<file path="src/rtl/uart_tx_bank_if.sv">
// uart_tx_bank_if: shared configuration, per-channel handshake and serial lines of the UART transmitter bank
// Signals: div_i (bit period - 1), len_i (data bits, 0/over-range = DATA_W), stop2_i, parity_en_i, odd_i,
//          tx_data_i (channel k at [k*DATA_W +: DATA_W]), tx_valid_i/tx_ready_o (per-channel handshake),
//          txd_o (serial lines, idle 1), tx_done_o (pulse in the last stop-bit cycle).
// Modports: master drives requests and configuration, slave is the transmitter bank.
interface uart_tx_bank_if #(
    parameter int CHANNELS = 2,
    parameter int DATA_W   = 8,
    parameter int DIV_W    = 16
);
    logic [DIV_W-1:0]           div_i;
    logic [4:0]                 len_i;
    logic                       stop2_i;
    logic                       parity_en_i;
    logic                       odd_i;
    logic [CHANNELS*DATA_W-1:0] tx_data_i;
    logic [CHANNELS-1:0]        tx_valid_i;
    logic [CHANNELS-1:0]        tx_ready_o;
    logic [CHANNELS-1:0]        txd_o;
    logic [CHANNELS-1:0]        tx_done_o;
    modport master (
        output div_i, len_i, stop2_i, parity_en_i, odd_i, tx_data_i, tx_valid_i,
        input  tx_ready_o, txd_o, tx_done_o
    );
    modport slave (
        input  div_i, len_i, stop2_i, parity_en_i, odd_i, tx_data_i, tx_valid_i,
        output tx_ready_o, txd_o, tx_done_o
    );
endinterface

</file>
<file path="src/rtl/uart_tx_bank.sv">
// uart_tx_bank: bank of independent LSB-first UART transmitters with per-channel bit-rate counters
// Ports: m_clock (system clock), p_reset (async active-high reset), bus (uart_tx_bank_if.slave).
// Each channel latches data and configuration on accept, then sends start, 1..DATA_W data bits,
// an optional parity bit and one or two stop bits, each lasting div+1 cycles.
// Build option: define UART_TX_PARITY_EN to build the parity state; otherwise parity_en_i/odd_i are ignored.
module uart_tx_bank #(
    parameter int CHANNELS = 2,
    parameter int DATA_W   = 8,
    parameter int DIV_W    = 16
) (
    input logic             m_clock,
    input logic             p_reset,
    uart_tx_bank_if.slave   bus
);
    localparam logic [2:0] S_IDLE  = 3'd0;
    localparam logic [2:0] S_START = 3'd1;
    localparam logic [2:0] S_DATA  = 3'd2;
    localparam logic [2:0] S_STOP  = 3'd3;
`ifdef UART_TX_PARITY_EN
    localparam logic [2:0] S_PAR   = 3'd4;
`else
    logic w_unused_par;
    assign w_unused_par = bus.parity_en_i ^ bus.odd_i;
`endif

    logic [4:0] w_len;
    assign w_len = (bus.len_i == 5'd0 || bus.len_i > 5'(DATA_W)) ? 5'(DATA_W) : bus.len_i;

    for (genvar k = 0; k < CHANNELS; k++) begin : g_ch
        logic [2:0]        r_state, w_next;
        logic [DIV_W-1:0]  r_div, r_cnt;
        logic [4:0]        r_len, r_bit;
        logic [DATA_W-1:0] r_sh;
        logic              r_stop2;
        logic              w_tick, w_last_data, w_last_stop, w_txd, w_ready, w_done;
`ifdef UART_TX_PARITY_EN
        logic              r_par_en, r_odd, r_par;
`endif

        assign w_tick      = r_cnt == r_div;
        assign w_last_data = r_bit == r_len - 5'd1;
        assign w_last_stop = r_bit == {4'd0, r_stop2};

        always_ff @(posedge m_clock or posedge p_reset) begin
            if (p_reset) r_state <= S_IDLE;
            else         r_state <= w_next;
        end

        always_comb begin
            w_next = r_state;
            case (r_state)
                S_IDLE:  if (bus.tx_valid_i[k]) w_next = S_START;
                S_START: if (w_tick) w_next = S_DATA;
`ifdef UART_TX_PARITY_EN
                S_DATA:  if (w_tick && w_last_data) w_next = r_par_en ? S_PAR : S_STOP;
                S_PAR:   if (w_tick) w_next = S_STOP;
`else
                S_DATA:  if (w_tick && w_last_data) w_next = S_STOP;
`endif
                S_STOP:  if (w_tick && w_last_stop) w_next = S_IDLE;
                default: w_next = S_IDLE;
            endcase
        end

        always_comb begin
`ifdef UART_TX_PARITY_EN
            w_txd = r_state == S_START ? 1'b0 : r_state == S_DATA ? r_sh[0] :
                    r_state == S_PAR ? r_par ^ r_odd : 1'b1;
`else
            w_txd = r_state == S_START ? 1'b0 : r_state == S_DATA ? r_sh[0] : 1'b1;
`endif
            w_ready = r_state == S_IDLE;
            w_done  = r_state == S_STOP && w_tick && w_last_stop;
        end

        // bit counter restarts whenever the state changes, so it indexes data bits in DATA and stop bits in STOP
        always_ff @(posedge m_clock or posedge p_reset) begin
            if (p_reset) begin
                r_div   <= '0;
                r_cnt   <= '0;
                r_len   <= '0;
                r_bit   <= '0;
                r_sh    <= '0;
                r_stop2 <= 1'b0;
`ifdef UART_TX_PARITY_EN
                r_par_en <= 1'b0;
                r_odd    <= 1'b0;
                r_par    <= 1'b0;
`endif
            end else if (r_state == S_IDLE) begin
                if (bus.tx_valid_i[k]) begin
                    r_sh    <= bus.tx_data_i[k*DATA_W +: DATA_W];
                    r_div   <= bus.div_i;
                    r_len   <= w_len;
                    r_stop2 <= bus.stop2_i;
`ifdef UART_TX_PARITY_EN
                    r_par_en <= bus.parity_en_i;
                    r_odd    <= bus.odd_i;
`endif
                end
                r_cnt <= '0;
                r_bit <= '0;
`ifdef UART_TX_PARITY_EN
                r_par <= 1'b0;
`endif
            end else begin
                r_cnt <= w_tick ? '0 : r_cnt + 1'b1;
                if (w_tick) begin
                    r_bit <= w_next == r_state ? r_bit + 5'd1 : 5'd0;
                    if (r_state == S_DATA) begin
                        r_sh <= r_sh >> 1;
`ifdef UART_TX_PARITY_EN
                        r_par <= r_par ^ r_sh[0];
`endif
                    end
                end
            end
        end

        assign bus.txd_o[k]      = w_txd;
        assign bus.tx_ready_o[k] = w_ready;
        assign bus.tx_done_o[k]  = w_done;
    end
endmodule

</file>
<file path="src/flat_wrapper.sv">
// flat-port wrapper written by rule: the top's interface ports become plain ports
module uart_tx_bank_flat 
#(
    parameter int CHANNELS = 2,
    parameter int DATA_W   = 8,
    parameter int DIV_W    = 16
)
  (m_clock, p_reset, bus_div_i, bus_len_i, bus_stop2_i, bus_parity_en_i, bus_odd_i, bus_tx_data_i, bus_tx_valid_i, bus_tx_ready_o, bus_txd_o, bus_tx_done_o);
  uart_tx_bank_if #(.CHANNELS(CHANNELS), .DATA_W(DATA_W), .DIV_W(DIV_W)) bus_i ();
  input logic m_clock;
  input logic p_reset;
  input wire logic [$bits(bus_i.div_i)-1:0] bus_div_i;
  input wire logic [$bits(bus_i.len_i)-1:0] bus_len_i;
  input wire logic [$bits(bus_i.stop2_i)-1:0] bus_stop2_i;
  input wire logic [$bits(bus_i.parity_en_i)-1:0] bus_parity_en_i;
  input wire logic [$bits(bus_i.odd_i)-1:0] bus_odd_i;
  input wire logic [$bits(bus_i.tx_data_i)-1:0] bus_tx_data_i;
  input wire logic [$bits(bus_i.tx_valid_i)-1:0] bus_tx_valid_i;
  output wire logic [$bits(bus_i.tx_ready_o)-1:0] bus_tx_ready_o;
  output wire logic [$bits(bus_i.txd_o)-1:0] bus_txd_o;
  output wire logic [$bits(bus_i.tx_done_o)-1:0] bus_tx_done_o;
  assign bus_i.div_i = bus_div_i;
  assign bus_i.len_i = bus_len_i;
  assign bus_i.stop2_i = bus_stop2_i;
  assign bus_i.parity_en_i = bus_parity_en_i;
  assign bus_i.odd_i = bus_odd_i;
  assign bus_i.tx_data_i = bus_tx_data_i;
  assign bus_i.tx_valid_i = bus_tx_valid_i;
  assign bus_tx_ready_o = bus_i.tx_ready_o;
  assign bus_txd_o = bus_i.txd_o;
  assign bus_tx_done_o = bus_i.tx_done_o;
  uart_tx_bank #(.CHANNELS(CHANNELS), .DATA_W(DATA_W), .DIV_W(DIV_W)) u_core (.m_clock(m_clock), .p_reset(p_reset), .bus(bus_i));
endmodule
</file>
<file path="config.mk">
export PLATFORM = sky130hd
export DESIGN_NAME = uart_tx_bank_flat
export DESIGN_NICKNAME = d
export VERILOG_FILES = /design/src/rtl/uart_tx_bank_if.sv /design/src/rtl/uart_tx_bank.sv /design/src/flat_wrapper.sv
export SDC_FILE = /design/constraint.sdc
export NUM_CORES = 1
export LEC_CHECK = 0
export ABC_AREA = 0
export CORE_UTILIZATION = 50
export CTS_CLUSTER_SIZE = 40
export DETAILED_ROUTE_END_ITERATION = 7
export PLACE_DENSITY = 0.75
export SYNTH_ARGS = -nofsm -noshare
export SYNTH_HDL_FRONTEND = slang
export SYNTH_SLANG_ARGS = --single-unit
</file>
<file path="constraint.sdc">
create_clock -name m_clock -period 4.7 [get_ports m_clock]
set_input_delay 0.705 -clock m_clock [delete_from_list [all_inputs] [get_ports m_clock]]
set_output_delay 0.705 -clock m_clock [all_outputs]
set_load 0.05 [all_outputs]
</file>
Yosys cells after proc, flatten, opt, wreduce, memory -nomap -nowiden:

Index checks and enable logic that the tools add are counted.

* word-level logic and storage cells: 90
* output and inout bits: 6
* input bits: 44
* flip-flop bits (word level): 108

* add/subtract/negate cells: 6
* $lt $le $gt $ge: 1
* mux-type cells: 33
* eq/ne operators: 16
* reductions and logical operators: 20

Operators with widths (count)
* 16-bit two-way mux: 4
* 8-bit two-way mux: 8
* 5-bit two-way mux: 7
* 16-bit by 1-bit adder with 16-bit output, second input constant: 2
* 16-bit equality test: 2
* 3-bit two-way mux: 8
* 3-bit case mux with 4 select lines: 2
* 3-bit by 2-bit equality test with 1-bit output, second input constant: 4
* 5-bit by 1-bit adder with 5-bit output, second input constant: 2
* 5-bit by 1-bit equality test with 1-bit output: 2
* 5-bit equality test: 2
* 5-bit by 1-bit subtractor with 5-bit output, second input constant: 2
* 1-bit logical AND: 8
* 2-bit nonzero test: 4
* 3-bit by 1-bit equality test with 1-bit output, second input constant: 2
* 3-bit equality test: 2
* 3-bit logical NOT: 2
* 3-bit AND reduction: 2
* 5-bit by 4-bit greater-than comparator with 1-bit output, second input constant: 1
* 5-bit logical NOT: 1
* 1-bit two-way mux: 4
* 2-bit != test, second input constant: 2
* 2-bit AND reduction: 2
* 1-bit logical OR: 1

Depth between registers and ports, before layout:

* depth after elaboration: 9
* mapped depth: 7
* gate-level depth less buffers: 7

Worst setup path before layout:

Ideal clock, no wire load.

* kind: register to output
* start point: register u_core.g_ch[0].r_cnt[11]
* end point: output bus_tx_done_o[0]
* arrival time: 1780 ps
* setup slack: 2215 ps
* stages on the path, launching flop included: 7
* data required time: 3995 ps
* path through: dfrtp_1 -> clkbuf_1 -> xor2_1 -> nor4_2 -> nand4_2 -> nor4_1 -> buf_4

* cells in the longest elaborated chain, start to end: 3

RTL lines
* start: declaration: line uart_tx_bank.sv:31 `logic [DIV_W-1:0] r_div, r_cnt;`
* start signal: assignment: line uart_tx_bank.sv:107 `r_cnt <= w_tick ? '0 : r_cnt + 1'b1;`
* 16-bit equality test: line uart_tx_bank.sv:40 `assign w_tick = r_cnt == r_div;`
* 1-bit logical AND (2 in a row): line uart_tx_bank.sv:73 `w_done = r_state == S_STOP && w_tick && w_last_stop;`
* end: declaration: line flat_wrapper.sv:21 `output wire logic [$bits(bus_i.tx_done_o)-1:0] bus_tx_done_o;`

No other way between the ends.

Worst setup path in the final report:

* start point: register u_core.g_ch[0].r_cnt[12]
* end point: output bus_tx_done_o[0]

Same word-level chain as after synthesis.

==> results.sh <==
export IMPL_cpPeakStageDelay_ns=0.86
export IMPL_antenna_found_initial=0
export IMPL_ys_seq_elements=108
export IMPL_wl_um=10500
export IMPL_ys_flop_type="dfrtp_1"
export IMPL_syn_inst=505
export IMPL_yosys_mux_area_fraction_pct=13.0
export IMPL_cp_cell_sequence="xor2_1 -> nor4_1 -> nand4_2 -> nor4_1 -> clkdlybuf4s50_1"
export IMPL_cts_setup_buffers=0
export IMPL_ant_nets=0
export IMPL_path_class="flip-flop to primary output"
export IMPL_drt_first_pass_iters=4
export IMPL_cell_internal_pwr_w=0.00178
export IMPL_power_density_nw_per_um2=381
export IMPL_cp_max_fo=9
export IMPL_ys_async_sr_fraction_pct=100
export IMPL_maxCapViolCount=0
export IMPL_die_y_um=107
export IMPL_port_buffers=47
export IMPL_worst_ir_drop_vdd_uv=184
export IMPL_diodes=0
export IMPL_fp_row_count=37
export IMPL_clk_pin_slew_ns=0.10
export IMPL_grt_max_degree=50
export IMPL_rsz0062_at_grt="no"
export IMPL_synth_seq_area_share_pct=49.0
export IMPL_nFillCells=839
export IMPL_synthAdderAreaFrac_pct=1.36
export IMPL_vias_per_cell=5.50
export IMPL_numClockSinks=108
export IMPL_cts_made_buffers=9
export IMPL_max_slew_margin_rel_pct=24.5
export IMPL_seqPwrFrac_pct=50.0
export IMPL_grt_usage_pct=20.2
export IMPL_clockRootBuffer="clkbuf_8"
export IMPL_post_route_period_util_pct=82.4
export IMPL_yosys_warnings=0
export IMPL_cp_common_cell="nor4_1"
export IMPL_fmax_mhz=258
export IMPL_syn_mean_instance_area_um2=10.9
export IMPL_hold_viol=0
export IMPL_crit_arrival_ns=3.17
export IMPL_first_global_vias=3822
export IMPL_hp_class="flip-flop to flip-flop"
export IMPL_leakagePower_nw=2.77
export IMPL_synth_area_um2=5520
export IMPL_clockPowerShare_pct=30.2
export IMPL_fin_worst_skew_ns=0.0159
export IMPL_grt_overflow=0
export IMPL_status="completed"
export IMPL_synth_edf_count=0
export IMPL_cts_max_level=3
export IMPL_initialDrtViolationCount=156
export IMPL_yosysUniqueCellTypes=49
export IMPL_dpl_cell_count=674
export IMPL_crit_required_ns=3.99
export IMPL_die_area_um2=11500
export IMPL_worstSetupStartpointType="flip-flop"
export IMPL_fin_setup_tns_ns=0
export IMPL_final_cells=690
export IMPL_p_total_w=0.00243
export IMPL_synth_top_family_by_area="simple AND/OR/NAND/NOR gates"
export IMPL_synth_xor_area_share_pct=12.2
export IMPL_ctsHoldBuffers=0
export IMPL_switching_power_w=0.000649
export IMPL_timing_final_max_slew_violations=0
export IMPL_drc=0
export IMPL_tritoncts="built"
export IMPL_core_area_um2=10500
export IMPL_finalSetupViolations=0
export IMPL_syn_to_final_growth_pct=15.4
export IMPL_yosys_area_top_type="dfrtp_1"
export IMPL_setup_worst_path_end_class="primary output"
export IMPL_ios=50
export IMPL_slowest_stage="clkdlybuf4s50_1"
export IMPL_layout_min_cycle_time_ns=3.87
export IMPL_clk_latency_ns=0.37
export IMPL_nNetsFinal=599
export IMPL_dp_hpwl_um=7800
export IMPL_pwr_share_comb_pct=19.8
export IMPL_wl_per_cell_um=15.3
export IMPL_layout_drive_gt1_share_pct=16.8
export IMPL_switching_share_pct=26.7
export IMPL_clockBufferDepth=2
export IMPL_synth_compound_area_share_pct=5.76
export IMPL_final_util_pct=60.6
export IMPL_grt_pass1_wl_um=18100
export IMPL_initial_utilization_pct=52.5
export IMPL_synth_simple_gate_area_share_pct=15.4
export IMPL_worst_pin_slew_ns=1.13
export IMPL_route_vias_total=3793
export IMPL_fp_dieW_um=107
export IMPL_ys_top_cells_by_area="dfrtp_1 49%, mux2_2 12%, xor2_1 8.4%"
export IMPL_gp_congestion=0.826
export IMPL_post_cts_resized=0
export IMPL_synth_top_area_share_pct=49.0
-- per-stage QoR --
stage	area [um2]	setup slack (ns)	hold WS, ns
5_1_grt	6370	0.585	0.528
4_1_cts	6370	0.837	0.520
6_report	6370	0.828	0.515
3_5_place_dp	6100	1.25	0.494
3_3_place_gp	6100	1.27	0.484
2_1_floorplan	5520	1.15	0.465
-- power by group through the flow --
| stage | Clock [W] | Sequential [W] | Combinational [W] |
|---|---|---|---|
| 2_1_floorplan | 0 | 0.00120 | 0.000385 |
| 3_3_place_gp | 0 | 0.00123 | 0.000463 |
| 3_5_place_dp | 0 | 0.00123 | 0.000485 |
| 4_1_cts | 0.000747 | 0.00121 | 0.000488 |
| 5_1_grt | 0.000791 | 0.00124 | 0.000534 |
| 6_report | 0.000733 | 0.00121 | 0.000481 |
-- routing by layer --
layer | GRT usage [%] | vias up | routed length [um]
li1 | - | 1820 | -
met1 | 27.0 | 1910 | 4910
met2 | 33.4 | 54 | 5230
met3 | 3.95 | 9 | 307
met4 | 5.68 | 0 | 94
met5 | 0 | - | 0
-- final cells by class --
| class | count | area, um2 | share of cell area [%] |
|---|---|---|---|
| tap | 136 | 170 | 2.67 |
| timing repair buffer | 51 | 500 | 7.86 |
| sequential | 108 | 2700 | 42.4 |
| multi-input combinational | 357 | 2640 | 41.5 |
| clock inverter | 6 | 134 | 2.10 |
| clock buffer | 10 | 138 | 2.16 |
| inverter | 22 | 85.1 | 1.34 |
-- layout by cell type, fill, tap and decap left out, types with 2 or more instances in the layout --
cell and instances:
dfrtp_1 108, mux2_2 60, xor2_1 53, nor2_1 47, clkdlybuf4s50_1 47, nand2_1 36
xnor2_1 24, inv_1 21, nand3_1 18, o21ai_0 18, nor3_1 13, clkbuf_8 10
nor4_1 9, nand4_1 6, a21oi_1 6, ha_1 6, nor4_2 4, mux2i_1 4
and3_1 4, bufinv_16 4, buf_4 4, and2_1 3, nand3b_1 3, nor2b_1 3
and4_1 3, o311ai_0 3, nand4_2 2, nand2b_1 2, a31oi_1 2, nor3b_1 2
o2111ai_1 2, or4_1 2, a211oi_1 2, or2_2 2, o22ai_1 2, conb_1 2
-- state kept, by name (all words and copies together), names as in the netlist --
register and flops:
u_core.g_ch.r_len 10, u_core.g_ch.r_bit 10, u_core.g_ch.r_stop2 2, u_core.g_ch.r_cnt 32, u_core.g_ch.r_state 6, u_core.g_ch.r_sh 16, u_core.g_ch.r_div 32
-- cell families after synthesis --
group	after synthesis
other	1
buffers and inverters	41
muxes	64
DFF	108
xor gates and xnor gates	77
AOI/OAI and AO/OA	45
adders and majority gates	6
and+or+nand+nor	163
-- worst max-delay path, delay by kind of cell, from the launching register on --
| family | cells | cell delay (ns) |
|---|---|---|
| AND/OR/NAND/NOR | 3 | 1.32 |
| buffers and inverters | 1 | 0.86 |
| flip-flops | 1 | 0.45 |
| XOR/XNOR | 1 | 0.16 |
-- final timing paths --
| path | slack, ns | start | depth (start not counted) | to |
|---|---|---|---|---|
| max | 0.83 | u_core.g_ch[0].r_cnt[12]$_DFF_PP0_ | 5 | bus_tx_done_o[0] |
| min | 0.52 | u_core.g_ch[0].r_sh[2]$_DFFE_PP0P_ | 1 | u_core.g_ch[0].r_sh[2]$_DFFE_PP0P_ |
| max reg2reg | 2.25 | u_core.g_ch[1].r_state[0]$_DFF_PP0_ | 5 | u_core.g_ch[1].r_sh[3]$_DFFE_PP0P_ |
| min reg2reg | 0.52 | u_core.g_ch[0].r_sh[2]$_DFFE_PP0P_ | 1 | u_core.g_ch[0].r_sh[2]$_DFFE_PP0P_ |
| max in group asynchronous | 3.02 | p_reset | 3 | u_core.g_ch[0].r_div[3]$_DFFE_PP0P_ |
| min in group asynchronous | 0.70 | p_reset | 2 | u_core.g_ch[0].r_bit[4]$_DFFE_PP0P_ |
-- synth_stat cells, types with 2 or more instances --
cell and count:
dfrtp_1 108, mux2_2 60, xor2_1 53, nor2_1 47
nand2_1 36, xnor2_1 24, inv_1 22, nand3_1 18
o21ai_0 18, nor3_1 13, clkbuf_1 11, nor4_1 9
a21oi_1 6, buf_4 6, ha_1 6, nand4_1 6
and3_1 4, mux2i_1 4, nor4_2 4, and2_1 3
and4_1 3, nand3b_1 3, nor2b_1 3, o311ai_0 3
a211oi_1 2, a31oi_1 2, buf_2 2, nand2b_1 2
nand4_2 2, nor3b_1 2, o2111ai_1 2, o22ai_1 2
or2_2 2, or4_1 2
No activity file was read; power rests on OpenSTA's default activity.
